$ cat src/rtl/hazard_pkg.sv
// hazard_pkg: shared types and helpers for the pipeline hazard controller.
package hazard_pkg;
  typedef enum logic [1:0] {FWD_NONE = 2'b00, FWD_WB = 2'b01, FWD_MEM = 2'b10} fwd_sel_t;
  typedef enum logic {HZ_IDLE, HZ_VMEM} hz_state_t;
  function automatic int lanes(input int v, input int n);
    return v / n;
  endfunction
endpackage

$ cat src/rtl/hazard_fwd_sel.sv
// hazard_fwd_sel: one execute operand's forward-source select; memory stage wins over writeback.
module hazard_fwd_sel
  import hazard_pkg::*;
#(
  parameter int M = 4
) (
  input  logic [M-1:0] tag,
  input  logic [M-1:0] m_tag,
  input  logic         m_wen,
  input  logic [M-1:0] w_tag,
  input  logic         w_wen,
  output fwd_sel_t     sel
);
  always_comb sel = (m_wen && m_tag == tag) ? FWD_MEM : (w_wen && w_tag == tag) ? FWD_WB : FWD_NONE;
endmodule

$ cat src/rtl/hazard_ctrl.sv
// hazard_ctrl: stall/flush/forward control for load-use, taken branch and multi-beat vector loads.
// Define HAZARD_FWD_EN to enable operand forwarding from M/W instead of stalling on E/M producers.
module hazard_ctrl
  import hazard_pkg::*;
#(
  parameter int V = 128,
  parameter int N = 32,
  parameter int M = 4
) (
  input  logic         clk,
  input  logic         rst,
  input  logic [M-1:0] regAD,
  input  logic [M-1:0] regBD,
  input  logic         useA_D,
  input  logic         useB_D,
  input  logic [M-1:0] regAE,
  input  logic [M-1:0] regBE,
  input  logic [M-1:0] regScr_E,
  input  logic         regw_E,
  input  logic         regmem_E,
  input  logic         vect_E,
  input  logic         branch_E,
  input  logic         brtaken_E,
  input  logic [M-1:0] regScr_M,
  input  logic         regw_M,
  input  logic [M-1:0] regScr_W,
  input  logic         regw_W,
  output logic         stall_F,
  output logic         stall_D,
  output logic         stall_E,
  output logic         flush_D,
  output logic         flush_E,
  output logic [1:0]   fwdA_E,
  output logic [1:0]   fwdB_E
);
  localparam int LANES = lanes(V, N);
  localparam int CW = (LANES > 1) ? $clog2(LANES) : 1;
  hz_state_t state, state_n;
  logic [CW-1:0] cnt, cnt_n;
  logic br, vld, hit_ea, hit_eb, hz;
  assign br = branch_E & brtaken_E;
  assign vld = vect_E & regmem_E & (LANES > 1);
  assign hit_ea = useA_D & (regAD == regScr_E);
  assign hit_eb = useB_D & (regBD == regScr_E);
`ifdef HAZARD_FWD_EN
  fwd_sel_t fa, fb;
  assign hz = regmem_E & regw_E & (hit_ea | hit_eb);
  hazard_fwd_sel #(.M(M)) u_fwd_a (.tag(regAE), .m_tag(regScr_M), .m_wen(regw_M), .w_tag(regScr_W), .w_wen(regw_W), .sel(fa));
  hazard_fwd_sel #(.M(M)) u_fwd_b (.tag(regBE), .m_tag(regScr_M), .m_wen(regw_M), .w_tag(regScr_W), .w_wen(regw_W), .sel(fb));
  assign fwdA_E = rst ? FWD_NONE : fa;
  assign fwdB_E = rst ? FWD_NONE : fb;
`else
  logic hit_ma, hit_mb, unused_fwd;
  assign hit_ma = useA_D & (regAD == regScr_M);
  assign hit_mb = useB_D & (regBD == regScr_M);
  // Without forwarding any in-flight E/M producer stalls; W is covered by the write-first register file.
  assign hz = (regw_E & (hit_ea | hit_eb)) | (regw_M & (hit_ma | hit_mb));
  assign unused_fwd = ^{regAE, regBE, regScr_W, regw_W};
  assign fwdA_E = FWD_NONE;
  assign fwdB_E = FWD_NONE;
`endif
  always_ff @(posedge clk) begin
    if (rst) begin
      state <= HZ_IDLE;
      cnt <= '0;
    end else begin
      state <= state_n;
      cnt <= cnt_n;
    end
  end
  // The detecting cycle is the first stall beat, so HZ_VMEM covers the remaining LANES-2 beats.
  always_comb begin
    state_n = state;
    cnt_n = cnt;
    {stall_F, stall_D, stall_E, flush_D, flush_E} = '0;
    if (state == HZ_VMEM) begin
      {stall_F, stall_D, stall_E} = '1;
      cnt_n = cnt - 1'b1;
      state_n = (cnt_n == '0) ? HZ_IDLE : HZ_VMEM;
    end else if (br) begin
      {flush_D, flush_E} = '1;
    end else if (vld) begin
      {stall_F, stall_D, stall_E} = '1;
      if (LANES > 2) begin
        state_n = HZ_VMEM;
        cnt_n = CW'(LANES - 2);
      end
    end else if (hz) begin
      {stall_F, stall_D, flush_E} = '1;
    end
    if (rst) {stall_F, stall_D, stall_E, flush_D, flush_E} = '0;
  end
endmodule

$ cat config.mk
export PLATFORM = sky130hd
export DESIGN_NAME = hazard_ctrl
export DESIGN_NICKNAME = d
export VERILOG_FILES = /design/src/rtl/hazard_pkg.sv /design/src/rtl/hazard_fwd_sel.sv /design/src/rtl/hazard_ctrl.sv
export SDC_FILE = /design/constraint.sdc
export NUM_CORES = 1
export LEC_CHECK = 0
export ABC_AREA = 1
export BUFFER_PORTS_ARGS = -buffer_cell sky130_fd_sc_hd__buf_4
export CAP_MARGIN = 20
export CORE_MARGIN = 1
export CORE_UTILIZATION = 38
export CTS_CLUSTER_SIZE = 20
export DETAILED_ROUTE_END_ITERATION = 8
export GPL_ROUTABILITY_DRIVEN = 0
export PLACE_DENSITY = 0.94
export SYNTH_ARGS = -nofsm -noshare
export SYNTH_HDL_FRONTEND = slang
export SYNTH_SLANG_ARGS = --single-unit
$ cat constraint.sdc
create_clock -name clk -period 1.77 [get_ports clk]
set_clock_uncertainty 0.15 [all_clocks]
set_input_delay 0.0885 -clock clk [delete_from_list [all_inputs] [get_ports clk]]
set_output_delay 0.0885 -clock clk [all_outputs]
set_load 0.005 [all_outputs]
# After elaboration in Yosys (flattened, before gate mapping)
# Index checks and enable logic that the tools add are counted.
# totals
latchBits	0
wordCells	43
out_inout_bits	9
regBits	3
input_bits	39
rom_bits	0
mem_bits_rw	0
memories	0
# classes
shifts	0
reduce_logical	3
muxes	21
eq_ne	5
order_cmp	0
n_mul	0
add_sub_neg	1
n_div	0
n_bitwise	11
# ops
cell	n
2-to-1 mux 1 bit	18
== test 4 bit	4
bitwise AND 1 bit	8
2-to-1 mux 2 bit	3
OR 1 bit	3
logical NOT 2 bit	1
!= test 2 bit, second input constant	1
AND reduction 2 bit	1
nonzero test 2 bit	1
subtractor 2 x 1 -> 2 bit, second input constant	1

# Depth between registers and ports, before layout
# logic_depth
depth_word	10
depth_mapped	11

# Worst setup path after synthesis
# OpenSTA, ideal clock, no wires.
# synth_path
path_kind	flip-flop to output port
from	reg state
to	out stall_F
slack_ns	0.614
arrival_ns	0.918
stages_incl_launch_ff	8
path_cell_list	dfxtp_1 > inv_1 > nand2_1 > nand2_1 > nor2_1 > inv_1 > nand2_1 > buf_4
# synth_via
elab_chain_cells	2
# synth_lines
element	line	source
start, declared	hazard_ctrl.sv:38	hz_state_t state, state_n;
start signal, assigned	hazard_ctrl.sv:67	state <= state_n;
2-to-1 mux 1 bit (2 in series)	n/a	
end, declared	hazard_ctrl.sv:28	output logic stall_F,
# Every way passes these cells.

# Final worst setup path
# layout_path
from	reg state
to	out stall_F
# layout_via
elab_chain_cells	2
# layout_lines
element	line	source
2-to-1 mux 1 bit	hazard_ctrl.sv:76	if (state == HZ_VMEM) begin
2-to-1 mux 1 bit	hazard_ctrl.sv:91	if (rst) {stall_F, stall_D, stall_E, flush_D, flush_E} = '0;
# Every way passes these cells.

==> key figures <==
Clock tree
  – TritonCTS clock tree: done
  – Post-CTS sizing: 0
  – H-tree depth reported by CTS: 1
  – Worst-Skew Late Latency: ~0.24 ns
  – Clock Sink Count: 3
  – Clk buf depth: 2
  – Clock Tree Root: clkbuf_4
  – CTS buffer count: 3
  – Clk slew on worst S/H paths: 0.04 ns

Drt
  – Number of DRC markers after the initial detailed-route iteration: 7
  – Drt via density: 4.32
  – Number of remaining DRC errors: 0
  – Post-Route WL: 1280 um
  – Vias: 670
  – TritonRoute pass-1 iters: 4
  – WL/cell: 8.28 um
  – Antenna Nets Post-Route: 0

Global routing
  – Largest net degree at the start of global routing: 8
  – GRT Util Overall: between 10% and 20%
  – GRT met3 Usage: 0%
  – M1 GR Usage: 19.9%
  – GR Util met2: around 34%
  – Initial antenna violation count: 0
  – GR peak layer: met2
  – Grt ovf: 0
  – First-pass GRT wire length: 1900 um
  – Vias in the first global route: 544

Synth
  – Cell variety after synth: 14
  – Synth top area cells: nand2_1 34%, inv_1 14%, nor2_1 12%, dfxtp_1 12%, buf_4 7.2%
  – Top cell type's share of synthesized area: 34.1%
  – Synth Instances: 108
  – Synthesized area: 518 um^2
  – Area leader, netlist: nand2_1
  – Sequential cell area fraction in the yosys report: 11.6%
  – Syn avg cell area: approximately 4.8 um^2
  – Synth warn: 0
  – FF+latch count, synth: 3

Floorplan
  – Core area: between 1000 and 1500 um^2
  – Initial Util: between 40 and 50%
  – Die W: 38.9 um
  – Die ar.: ~1500 um^2
  – Site row count: 12
  – Chip height: 38.9 um
  – Number of top-level pins: between 40 and 50

Worst setup path
  – Critical Path Fanout Max: 4
  – WP data arrival: 1.20 ns
  – CP required: 1.53 ns
  – Startpoint type of the worst setup path: flop
  – WS Path Type: reg -> out
  – CP Capture Type: output port

Timing
  – RSZ-0062 raised after global routing: no
  – Final setup vio count: 0
  – Fin. Hold Viols: 0
  – Fmax: 695 MHz
  – Setup_tns: 0 ns
  – Final Critical Period: 1.44 ns
  – Tcrit/Tclk final: 81.3%
  – Fin. max-slew vios: 0
  – Setup slack after layout: 0.331 ns

Place
  – Placement Cell Area: 734 um^2
  – Pre-CTS setup slack: 0.566 ns
  – Hpwl dp: 1140 um
  – Port Buffers: 30
  – Dpl cells: 150

Finish
  – Commonest non-fill, non-tap cells in the layout: 47 x nand2_1, 30 x buf_4, 20 x inv_1
  – Leading cell type in the layout, fill and taps excluded: nand2_1
  – Layout cell share with drive strength beyond 1: 24.1%
  – Fin nets: 182
  – Diode count: 0
  – Post-Layout Cell Count: 155
  – Final Cell Area: ~770 um^2
  – Area grow syn2layout: 48.8%

Status
  – Status: finished, final reports clean

Pwr
  – Max VDD drop: 372 uV
  – P_leak: 0.000495 uW
  – Power density cells: 455 nW/um^2

Job
  – Max-Cap Viols: 0

Min path
  – Hold WC Path Type: in -> reg
==> cells by family (layout without fill, tap and decap cells) <==
group	Yosys count	after routing	synth area share, %
AO/OA/AOI/OAI	4	4	4.11
XOR/XNOR	4	4	6.76
adder cells (fa/ha/maj)	1	1	2.42
buffers and inverters	25	55	21.7
flip-flops	3	3	11.6
other	1	4	0.724
AND/OR/NAND/NOR	70	70	52.7
==> power by group <==
group          switching, uW  internal (uW)
registers               3.41           73.8
clock network           37.7           84.6
logic                   71.8           79.6
==> routing by layer <==
| metal | wire length [um] | share of wire [%] |
|---|---|---|
| met5 | 0 | 0 |
| met3 | 42 | 3.3 |
| met1 | 558 | 43 |
| met4 | 31 | 2.4 |
| met2 | 651 | 51 |
==> what timing repair did <==
action | 4_1_cts | 5_1_grt
hold endpoints to repair | 2 | 0
setup endpoints to repair | 0 | 0
setup buffers | 0 | 0
hold buffers | 1 | 0
==> final cells by class <==
type / instances / area, um^2
fill: 117 / 415
multi-input combinational: 83 / 357
timing repair buffer: 31 / 235
clock buffer: 4 / 26.3
tap: 14 / 17.5
inverter: 20 / 75.1
sequential: 3 / 60.1
==> stage by stage <==
step / hold WS, ns / power, uW / utilization (%)
2_1_floorplan: 0.00757 / 158 / -
3_3_place_gp: 0.155 / 223 / 61.9
3_5_place_dp: 0.156 / 228 / 61.9
4_1_cts: 0.0352 / 357 / 65.0
5_1_grt: 0.0581 / 380 / 65.0
6_report: 0.0399 / 351 / 65.0
==> synthesized netlist by cell type <==
library cell and instances:
nand2_1 47, inv_1 20, nor2_1 17, buf_4 5, nand3_1 4, xnor2_1 4
dfxtp_1 3, a21oi_1 2, a31oi_1 1, conb_1 1, ha_1 1, nand4_1 1
o21ai_0 1, or2_2 1
==> flip-flops by register name (all words and copies together), names as in the netlist <==
register / flops
state: 1
cnt: 2
==> path summary, 6_finish.rpt <==
kind	slack [ns]	startpoint	depth (start not counted)	end
worst min-delay path	0.04	vect_E	3	state$_SDFF_PP0_
worst max register to register	0.59	cnt[1]$_SDFFE_PP0P_	4	state$_SDFF_PP0_
worst min register to register	0.34	cnt[1]$_SDFFE_PP0P_	2	cnt[1]$_SDFFE_PP0P_
worst max-delay path	0.33	state$_SDFF_PP0_	7	stall_F
==> critical path: stages (launching register included) <==
cell     delay, ns
dfxtp_1       0.34
inv_1         0.09
nand2_1       0.09
nand2_1       0.08
nor2_1        0.13
inv_1         0.05
nand2_1       0.08
buf_4         0.11
(Power assumes the default switching activity.)
